`src/rtl/regfile_pkg.sv`:
```
// Shared types and default geometry for the multi-port register file.
package regfile_pkg;

   // Clear sequencer states
   typedef enum logic {
      IDLE  = 1'b0,
      CLEAR = 1'b1
   } clear_state_t;

   // Default geometry
   localparam int unsigned DEFAULT_DATA_WIDTH = 16;
   localparam int unsigned DEFAULT_ADDR_WIDTH = 6;
   localparam int unsigned DEFAULT_NUM_READ   = 2;

endpackage : regfile_pkg

```
`src/rtl/regfile_clear_seq.sv`:
```
// Clear sequencer: walks ClearIndex over every array entry once per sweep.
// Reset lands in CLEAR so the array is zeroed after every reset.
module regfile_clear_seq
   import regfile_pkg::*;
#(
   parameter int unsigned ADDR_WIDTH = DEFAULT_ADDR_WIDTH
) (
   input  logic                  Clock,
   input  logic                  Reset,
   input  logic                  ClearRequest,
   output logic                  Busy,
   output logic [ADDR_WIDTH-1:0] ClearIndex
);

   localparam logic [ADDR_WIDTH-1:0] LAST_INDEX = '1;

   clear_state_t          state;
   clear_state_t          nextState;
   logic [ADDR_WIDTH-1:0] nextIndex;

   // State and index registers; reset restarts the sweep from index 0
   always_ff @(posedge Clock or posedge Reset) begin
      if (Reset) begin
         state      <= CLEAR;
         ClearIndex <= '0;
      end else begin
         state      <= nextState;
         ClearIndex <= nextIndex;
      end
   end

   // Next-state logic; the index wraps to 0 naturally when the last entry is cleared
   always_comb begin
      nextState = state;
      nextIndex = ClearIndex;
      unique case (state)
         IDLE: begin
            if (ClearRequest) begin
               nextState = CLEAR;
               nextIndex = '0;
            end
         end
         CLEAR: begin
            nextIndex = ClearIndex + 1'b1;
            if (ClearIndex == LAST_INDEX) begin
               nextState = IDLE;
            end
         end
         default: begin
            nextState = CLEAR;
            nextIndex = '0;
         end
      endcase
   end

   // Output decode
   always_comb begin
      Busy = (state == CLEAR);
   end

endmodule : regfile_clear_seq

```
`src/rtl/multi_port_register_file.sv`:
```
// Register file: one write port, NUM_READ combinational read ports and a
// sequenced clear sweep that also runs after every reset.
// Optional feature macro: REGFILE_BYPASS_EN (write-to-read forwarding).
module multi_port_register_file
   import regfile_pkg::*;
#(
   parameter int unsigned DATA_WIDTH = DEFAULT_DATA_WIDTH,
   parameter int unsigned ADDR_WIDTH = DEFAULT_ADDR_WIDTH,
   parameter int unsigned NUM_READ   = DEFAULT_NUM_READ
) (
   input  logic                                Clock,
   input  logic                                Reset,
   input  logic                                WriteEnable,
   input  logic [ADDR_WIDTH-1:0]               WriteAddress,
   input  logic [DATA_WIDTH-1:0]               WriteData,
   input  logic [NUM_READ-1:0][ADDR_WIDTH-1:0] ReadAddress,
   output logic [NUM_READ-1:0][DATA_WIDTH-1:0] ReadData,
   input  logic                                ClearRequest,
   output logic                                Busy,
   output logic                                WriteIgnored
);

   localparam int unsigned DEPTH = 1 << ADDR_WIDTH;

   logic [DATA_WIDTH-1:0] memArray [DEPTH];
   logic [ADDR_WIDTH-1:0] clearIndex;
   logic                  writeAccepted;

   regfile_clear_seq #(
      .ADDR_WIDTH (ADDR_WIDTH)
   ) uClearSeq (
      .Clock        (Clock),
      .Reset        (Reset),
      .ClearRequest (ClearRequest),
      .Busy         (Busy),
      .ClearIndex   (clearIndex)
   );

   // A write only lands when no sweep is running
   always_comb begin
      writeAccepted = WriteEnable & ~Busy;
   end

   // Array update: sweep zeroing takes priority over user writes
   always_ff @(posedge Clock) begin
      if (Busy) begin
         memArray[clearIndex] <= '0;
      end else if (writeAccepted) begin
         memArray[WriteAddress] <= WriteData;
      end
   end

   // One-cycle pulse flagging a write dropped because of a sweep
   always_ff @(posedge Clock or posedge Reset) begin
      if (Reset) begin
         WriteIgnored <= 1'b0;
      end else begin
         WriteIgnored <= WriteEnable & Busy;
      end
   end

   // Combinational read ports, forced to zero during a sweep
   always_comb begin
      ReadData = '0;
      for (int unsigned i = 0; i < NUM_READ; i++) begin
         if (!Busy) begin
            ReadData[i] = memArray[ReadAddress[i]];
`ifdef REGFILE_BYPASS_EN
            if (writeAccepted && (ReadAddress[i] == WriteAddress)) begin
               ReadData[i] = WriteData;
            end
`else
            if (writeAccepted && (ReadAddress[i] == WriteAddress)) begin
               ReadData[i] = memArray[ReadAddress[i]];
            end
`endif
         end
      end
   end

endmodule : multi_port_register_file

```
`config.mk`:
```
export PLATFORM = sky130hd
export DESIGN_NAME = multi_port_register_file
export DESIGN_NICKNAME = d
export VERILOG_FILES = /design/src/rtl/regfile_pkg.sv /design/src/rtl/regfile_clear_seq.sv /design/src/rtl/multi_port_register_file.sv
export SDC_FILE = /design/constraint.sdc
export NUM_CORES = 1
export LEC_CHECK = 0
export CORE_MARGIN = 2
export CORE_UTILIZATION = 40
export CTS_CLUSTER_SIZE = 12
export DETAILED_ROUTE_END_ITERATION = 8
export PLACE_DENSITY = 0.67
export SLEW_MARGIN = 20
export SYNTH_ARGS = -nofsm -noshare
export SYNTH_HDL_FRONTEND = slang
export SYNTH_HIERARCHICAL = 1
export SYNTH_SLANG_ARGS = --single-unit
```
`constraint.sdc`:
```
create_clock -name Clock -period 2.75 [get_ports Clock]
set_clock_uncertainty 0.2 [all_clocks]
set_input_delay 0.55 -clock Clock [delete_from_list [all_inputs] [get_ports Clock]]
set_output_delay 0.55 -clock Clock [all_outputs]
set_load 0.05 [all_outputs]
```
; After elaboration in Yosys (flattened, before gate mapping)
; Memory sizes are Yosys's and may differ from the RTL's.
; Cells that the tools add are included.
[word_totals]
inputBits = 38
ram_bits = 1024
regBits = 8
n_memories = 1
output_inout_bits = 34
[mem_list]
columns = memory, words, word_bits, read_ports, rd_ports_with_merged_regs, wr, line_no
row1 = memArray, 64, 16, 2, 0, 1, multi_port_register_file.sv:25  ; logic [DATA_WIDTH-1:0] memArray [DEPTH];
[op_classes]
add_sub_neg = 1
bitwise = 3
n_eq_ne = 2
n_mux = 15
n_reduce_logical = 1
[ops]
columns = cell, count
row1 = $mux 16, 3
row2 = $reduce_or 16->1, 1
row3 = $mux 6, 2
row4 = $pmux 6 s2, 1
row5 = $mux 1, 8
row6 = $add 6x1->6 const B, 1
row7 = $eq 6x6->1 const B, 1
row8 = $and 1x1->1, 2
row9 = $ne 2x2->1 const B, 1
row10 = $pmux 1 s2, 1
row11 = $not 1->1, 1

; Depth between registers and ports, before layout
[depth]
ltp_word = 7
ltp_mapped = 10
ltp_nobuf = 5

; Modules after synthesis
; The synthesis kept the hierarchy.
[by_module_without_submodules]
columns = mod, cells_per_inst, seq_area_each_um2, n_inst, area_each_um2
row1 = multi_port_register_file, 2369, 30774.5, 1, 48072.4
row2 = regfile_clear_seq, 33, 176.4, 1, 357.8

; Worst setup path after synthesis
; Ideal clock, no wire load.
[synth_path]
path_type = input to output
startpoint = input ReadAddress[7] (netlist bit)
endpoint = output ReadData[16] (netlist bit)
slack_ns = -1.231
t_arrival_ns = 3.231
stages = 7
path_cell_list = buf_2 -> buf_6 -> buf_2 -> mux4_2 -> mux4_2 -> nor2_1 -> o41ai_1
[synth_lines]
columns = element, line_no
row1 = start: declaration, multi_port_register_file.sv:16  ; input logic [NUM_READ-1:0][ADDR_WIDTH-1:0] ReadAddress,
row2 = end: declaration, multi_port_register_file.sv:17  ; output logic [NUM_READ-1:0][DATA_WIDTH-1:0] ReadData,

==> flow_metrics.py <==
metrics = {
    "outcome": {
        "status": "finished, violations left",
        "violations": "negative setup slack",
    },
    "floorplan": {
        "pin_count": 72,
        "num_rows": 127,
        "die-width_um": 352,
        "start_util_pct": 40.4,
        "die_h_um": 352,
        "coreArea_sq_um": 120000,
        "die_area_sq_um": 124000,
    },
    "routing": {
        "drc": 0,
        "ant_nets": 0,
        "via_count": 29800,
        "drt_iter0_drc": 4313,
        "dr.pass1.iters": 6,
        "drt-total-wl_um": 163000,
        "viasPerCell": 6.37,
        "wire_per_inst_um": 34.9,
    },
    "pwr": {
        "vdd_ir_drop_max_mv": 0.516,
        "power.density_nw_per_um2": 650,
        "p_total_uw": 40400,
        "p_leak_uw": 0.0207,
    },
    "grt": {
        "grt_pass1_wl_um": 231000,
        "grt_max_degree": 65,
        "met1_usage_pct": 34.6,
        "met3_usage_pct": 7.07,
        "grt_overflow": 0,
        "grtUsageTotal_pct": 26.1,
        "antenna_found_initial": 2,
        "grt_pass1_vias": 30400,
        "grtUsageMet2_pct": 41.1,
        "busiest_layer": "met2",
    },
    "synthesis": {
        "synth_top_cells_by_area": "edfxtp_1, mux4_2, mux2i_1, o22ai_1, mux2_2",
        "netlist_area_sq_um": 48400,
        "synth_top_area_cell": "edfxtp_1",
        "yosysWarnings": 6,
        "synth_seq_area_share_pct": 63.9,
        "synth_ff_type": "edfxtp_1",
        "synthDistinctLibCells": 62,
        "synth_cells": 2402,
        "syn_nets": 2441,
        "synth-seq-cells": 1032,
        "avgSynthCellArea_sq_um": 20.2,
        "yosysTopAreaCellShare_pct": 63.5,
        "synth_edf_count": 1024,
        "synthArstFlopShare_pct": 0.775,
    },
    "setup_path": {
        "crit_chain": "clkdlybuf4s50_1, buf_12, and2_1, nand2_1, buf_4, o22ai_1, a211oi_2, a22o_4, buf_8",
        "crit_type": "primary input to output port",
        "max_stage_delay_ps": 450,
        "crit_path_start_kind": "primary input",
        "worstPathRequired_ps": 2000,
        "slowest_stage": "clkdlybuf4s50_1",
        "cp-end-kind": "output port",
        "worstPathMaxFanout": 13,
        "cp_data_arrival_time_ps": 2800,
    },
    "placement": {
        "pre_cts_slack_ps": -1420,
        "gp_congestion": 0.981,
        "dp_hpwl_um": 113000,
        "io_buffers": 71,
    },
    "sta": {
        "maxSlewViolCount": 0,
        "finalSetupViolations": 32,
        "fin_setup_tns_ps": -22180,
        "whs_ps": 369,
        "maxSlewHeadroom_pct": 56.2,
        "period_minus_slack_ps": 3550,
        "fmax_mhz": 282,
        "rsz0062_at_grt": "true",
        "fin_crit_sh_pct": 129,
        "hold_viol_final": 0,
        "worst_slack_ps": -799,
        "tightest_slew_ps": 655,
    },
    "clocking": {
        "clockBufferDepth": 3,
        "cts_root_buf": "clkbuf_16",
        "cts_sinks": 1032,
        "cts_buffers": 104,
        "clk_latency_ps": 680,
        "cts_max_level": 3,
        "cts.clk_slew.worst_paths_ps": 60,
        "cts_tree": "yes",
    },
    "worst_hold_path": {
        "hp-class": "primary input to flip-flop",
    },
    "cells_and_area": {
        "drive_above_1_share_pct": 52.1,
        "fin_nets": 3031,
        "multi_input_area_sq_um": 18100,
        "final-seq-area_sq_um": 31000,
        "area_delta_synth_final_pct": 28.3,
        "fillers": 9292,
        "fin_util_pct": 51.8,
    },
    "job": {
        "cap_violations": 0,
    },
}
## flip-flops by register name (all words and copies together) (netlist names)
register	count
WriteIgnored	1
uClearSeq/Busy	1
memArray	1024
uClearSeq/ClearIndex	6
## placed cells by master (no fill, tap or decap), types with 12 or more instances in the layout
cell type,n
or4_4,12
a21oi_1,22
a211oi_2,20
mux2_2,32
buf_4,381
and2_2,17
o31ai_4,12
o22ai_2,23
edfxtp_1,1024
clkbuf_1,29
o21ai_0,18
o22ai_1,61
nor2_2,21
buf_8,19
mux4_2,514
nand2b_1,13
clkbuf_16,107
nor2b_1,19
clkinv_1,19
a211oi_1,17
nor2_1,29
mux2i_1,85
clkdlybuf4s50_1,29
buf_6,30
nand2_1,27
nor2_4,50
buf_12,183
a22o_4,14
buf_16,13
## worst max-delay path, delay by kind of cell
family | cells | cell delay, ps
buf+inv | 4 | 1050
compound gates | 3 | 860
simple gates | 2 | 300
## where the power goes
group          internal [uW]  switching, uW  total (uW)
clock                   7250           5860       13100
sequential             18400            508       18900
combinational           3650           4700        8350
## stage by stage
stage | cells | cell area (sq um)
floorplan | 2402 | 49500
global placement | 4448 | 57100
detailed placement | 4448 | 57100
CTS | 4666 | 62000
global route | 4666 | 62200
finish | 4667 | 62200
## kinds of logic (layout without fill, tap and decap cells)
kind of cell	Yosys count	in the layout	synth area share [%]
flip-flops	1032	1032	63.9
multiplexers	644	644	26.7
AO/OA/AOI/OAI	271	271	3.97
AND/OR/NAND/NOR	265	265	2.77
buffers and inverters	189	841	2.64
adder cells (fa/ha/maj)	1	1	0.0258
other	0	1	0
## area by class of cell
class / count / area share, %
clock buffer: 135 / 4.44
tap: 1612 / 3.24
inverter: 5 / 0.0302
clock inverter: 33 / 0.389
multi-input combinational: 1181 / 29.1
timing repair buffer: 668 / 13.0
sequential: 1032 / 49.8
antenna: 1 / 0.00403
## what timing repair did
action | CTS | global route
pin swaps | 59 | 24
setup endpoints to repair | 69 | 199
hold buffers | 1 | 0
buffers inserted | 52 | 6
hold endpoints to repair | 7 | 0
resized for setup | 266 | 25
gates cloned | 8 | 1
## final timing paths
check / depth (start not counted) / from / slack [ps] / end
min reg2reg: 1 / uClearSeq/ClearIndex[4]$_DFFE_PP0P_ / 420 / uClearSeq/Busy$_DFF_PP1_
max in group asynchronous: 3 / Reset / 1540 / uClearSeq/Busy$_DFF_PP1_
max: 9 / ReadAddress[3] / -800 / ReadData[3]
min in group asynchronous: 3 / Reset / 400 / WriteIgnored$_DFF_PP0_
max reg2reg: 10 / uClearSeq/Busy$_DFF_PP1_ / 30 / memArray[16][9]$_DFFE_PP_
min: 2 / WriteEnable / 370 / WriteIgnored$_DFF_PP0_
## per-layer routing
layer  wire length [um]  vias up
li1                   -    11600
met1              59500    15700
met2              76200     2018
met3              19600      376
met4               7650        0
met5                  0        -
## cells in the mapped netlist, types with 4 or more instances
cell type,n
a2111oi_0,4
a211oi_1,45
a21oi_1,24
a221oi_1,4
a221oi_2,10
a22o_1,15
a22oi_1,10
and2_1,18
buf_1,10
buf_12,5
buf_2,55
buf_4,31
buf_6,32
buf_8,5
clkbuf_1,45
dfrtp_1,7
edfxtp_1,1024
inv_1,5
mux2_2,39
mux2i_1,91
mux4_2,514
nand2_1,40
nand2b_1,25
nand3_1,7
nand3b_1,4
nor2_1,100
nor2b_1,33
nor3_1,6
o21ai_0,26
o221ai_1,6
o22ai_1,94
o31ai_1,14
or2_2,5
or3_1,5
or4_1,12
Power figures use the tool's default switching activity.
==> variant, RTL diff (same settings) <==
The option `REGFILE_BYPASS_EN` is turned on by a define.
--- a/src/rtl/multi_port_register_file.sv
+++ b/src/rtl/multi_port_register_file.sv
@@ -1,6 +1,8 @@
 // Register file: one write port, NUM_READ combinational read ports and a
 // sequenced clear sweep that also runs after every reset.
 // Optional feature macro: REGFILE_BYPASS_EN (write-to-read forwarding).
+`define REGFILE_BYPASS_EN
+
 module multi_port_register_file
    import regfile_pkg::*;
 #(
Function: no difference found for any inputs over 4 cycles, from zero or initial values and one cycle with Reset high; that may be too few to reach the edited logic, so the function may still have changed.
==> variant against the original RTL <==
  * The flow still finishes with violations (setup timing)
  * Area after synthesis grew 0.57%
  * Count of clock-buffer cells in the layout shrank 4
  * Non-clock buffer count grew 112
  * Worst hold slack lost 0.22 ns
  * Cell area grew 2.5%
  * Synthesized cell count grew 2.5%
  * Wire length grew 4.5%
  * Power grew 0.52%
  * Worst setup slack lost 0.27 ns
  * Sequential cell count is the same
  * Critical path type is now reg2out
==> variant: results (changes against the original RTL) <==
Run status
  – Status: finished with violations
  – Failing checks: setup timing

Setup path
  – RR Endpoint: memArray[1][1]$_DFFE_PP_
  – Worst setup path start: memArray[38][9]$_DFFE_PP_
  – Cells on worst reg2reg path: 8 (-2)
  – Max FO, Critical Path: 2 (-11)
  – Worst Path Arrival: 3.06 ns (+0.26 ns)
  – CP endpoint: ReadData[9]

Placement
  – Routability Congestion: 1.01 (+3.2%)
  – Dpl cell area: 0.0574 mm² (+0.54%)
  – IO buf count: 71 (unchanged)
  – Hpwl dp: 115000 µm (+1.5%)
  – Inst Count DP: 4583 (+3.0%)
  – Pre-CTS setup slack: -1.22 ns (+0.206 ns)

GRT
  – Vias in the first global route: 31700 (+4.5%)
  – Antenna violations before repair: 8 (+6)
  – First-pass GRT wire length: 238000 µm (+3.1%)
  – Largest net degree at the start of global routing: 49 (-25%)
  – Total Routing Usage GR: 27.0% (+0.88 points)

Routing
  – Routed wire length: 170000 µm (+4.5%)
  – Vias: 31300 (+5.2%)
  – 1st-pass router iterations: 5 (-1)
  – DRT iter0 DRCs: 4851 (+12%)

Power and ir drop
  – VDD IR max: 0.000546 V (+5.8%)
  – Pleak: 21.4 nW (+3.0%)

Timing
  – # setup viols final: 32 (unchanged)
  – Hold_ws: 0.150 ns (-0.219 ns)
  – Setup ws final: -1.06 ns (-0.266 ns)
  – Setup TNS Final: -27.51 ns (-5.33 ns)
  – Max transition margin: 48.1% (-8.1 points)

Finish
  – Fin cells: 4847 (+3.9%)
  – Layout cells sized above 1: 53.6% (+1.5 points)
  – FILL cells: 9338 (+0.50%)
  – Fin nets: 3203 (+5.7%)
  – Multi-input gate area: 0.0185 mm² (+2.1%)

Synth
  – Yosys cell types: 70 (+13%)
  – Syn Area/Cell: 19.8 µm² (-1.9%)
  – Seq/Total Area, Yosys: 63.5% (-0.36 points)
  – Ranking of synthesized cells by area: edfxtp_1, mux4_2, mux2i_1
  – Synth cell count leaders: edfxtp_1, mux4_2, mux2i_1
  – Syn_nets: 2502 (+2.5%)

Hold path
  – Hold Path Class: in2async

Clocking
  – CTS H-tree lvls: 3 (unchanged)
  – Worst-skew pair later-pin latency: 0.70 ns (+0.02 ns)
  – Clock-pin slew on the worst setup and hold paths: 0.06 ns (about the same)
  – Max Root-Sink Buffers: 3 (unchanged)
## variant: cell type report
cell class	instances	share of cell area [%]
flip-flops and latches	1032	48.6
multi-input cells	1239	29.0
repair buffers	780	14.3
clock buffers	131	4.46
well taps	1625	3.19
clock inverters	32	0.373
inverters	7	0.0413
diodes	1	0.00393
## variant: report_power, final
group,switching [W],total [W],internal (W)
registers,0.000516,0.0190,0.0185
logic,0.00460,0.00835,0.00375
clock network,0.00581,0.0133,0.00747
total,0.0109,0.0406,0.0297
## variant: cell families (layout without fill, tap and decap cells)
| logic type | count (synthesis) | after routing | synth area share, % |
|---|---|---|---|
| other | 0 | 1 | 0 |
| AOI/OAI and AO/OA | 266 | 266 | 4.08 |
| muxes | 645 | 645 | 26.7 |
| DFF | 1032 | 1032 | 63.5 |
| and+or+nand+nor | 315 | 315 | 3.16 |
| xor gates and xnor gates | 12 | 12 | 0.216 |
| adders and majority gates | 1 | 1 | 0.0257 |
| buffers and inverters | 192 | 950 | 2.23 |
## variant: worst max-delay path, stage by stage, from the launching register on
cell      delay [ns]
edfxtp_1        0.42
mux4_2          0.49
mux4_2          0.56
mux2i_2         0.22
nor3_2          0.09
a221o_2         0.40
buf_8           0.18
## variant: metal layers
| layer | vias up | GRT usage [%] | wire (µm) |
|---|---|---|---|
| met2 | 2253 | 41.0 | 77200 |
| met4 | 0 | 11.3 | 7940 |
| met3 | 381 | 7.92 | 22600 |
| met5 | - | 0 | 0 |
| li1 | 12100 | - | - |
| met1 | 16500 | 36.6 | 62600 |
## variant: repair_timing
action / 4_1_cts / 5_1_grt
endpoints found under the hold margin: 0 / 0
pin swaps: 77 / 72
resized for setup: 323 / 116
buffers inserted: 64 / 48
setup endpoints to repair: 32 / 157
cloned: 15 / 2
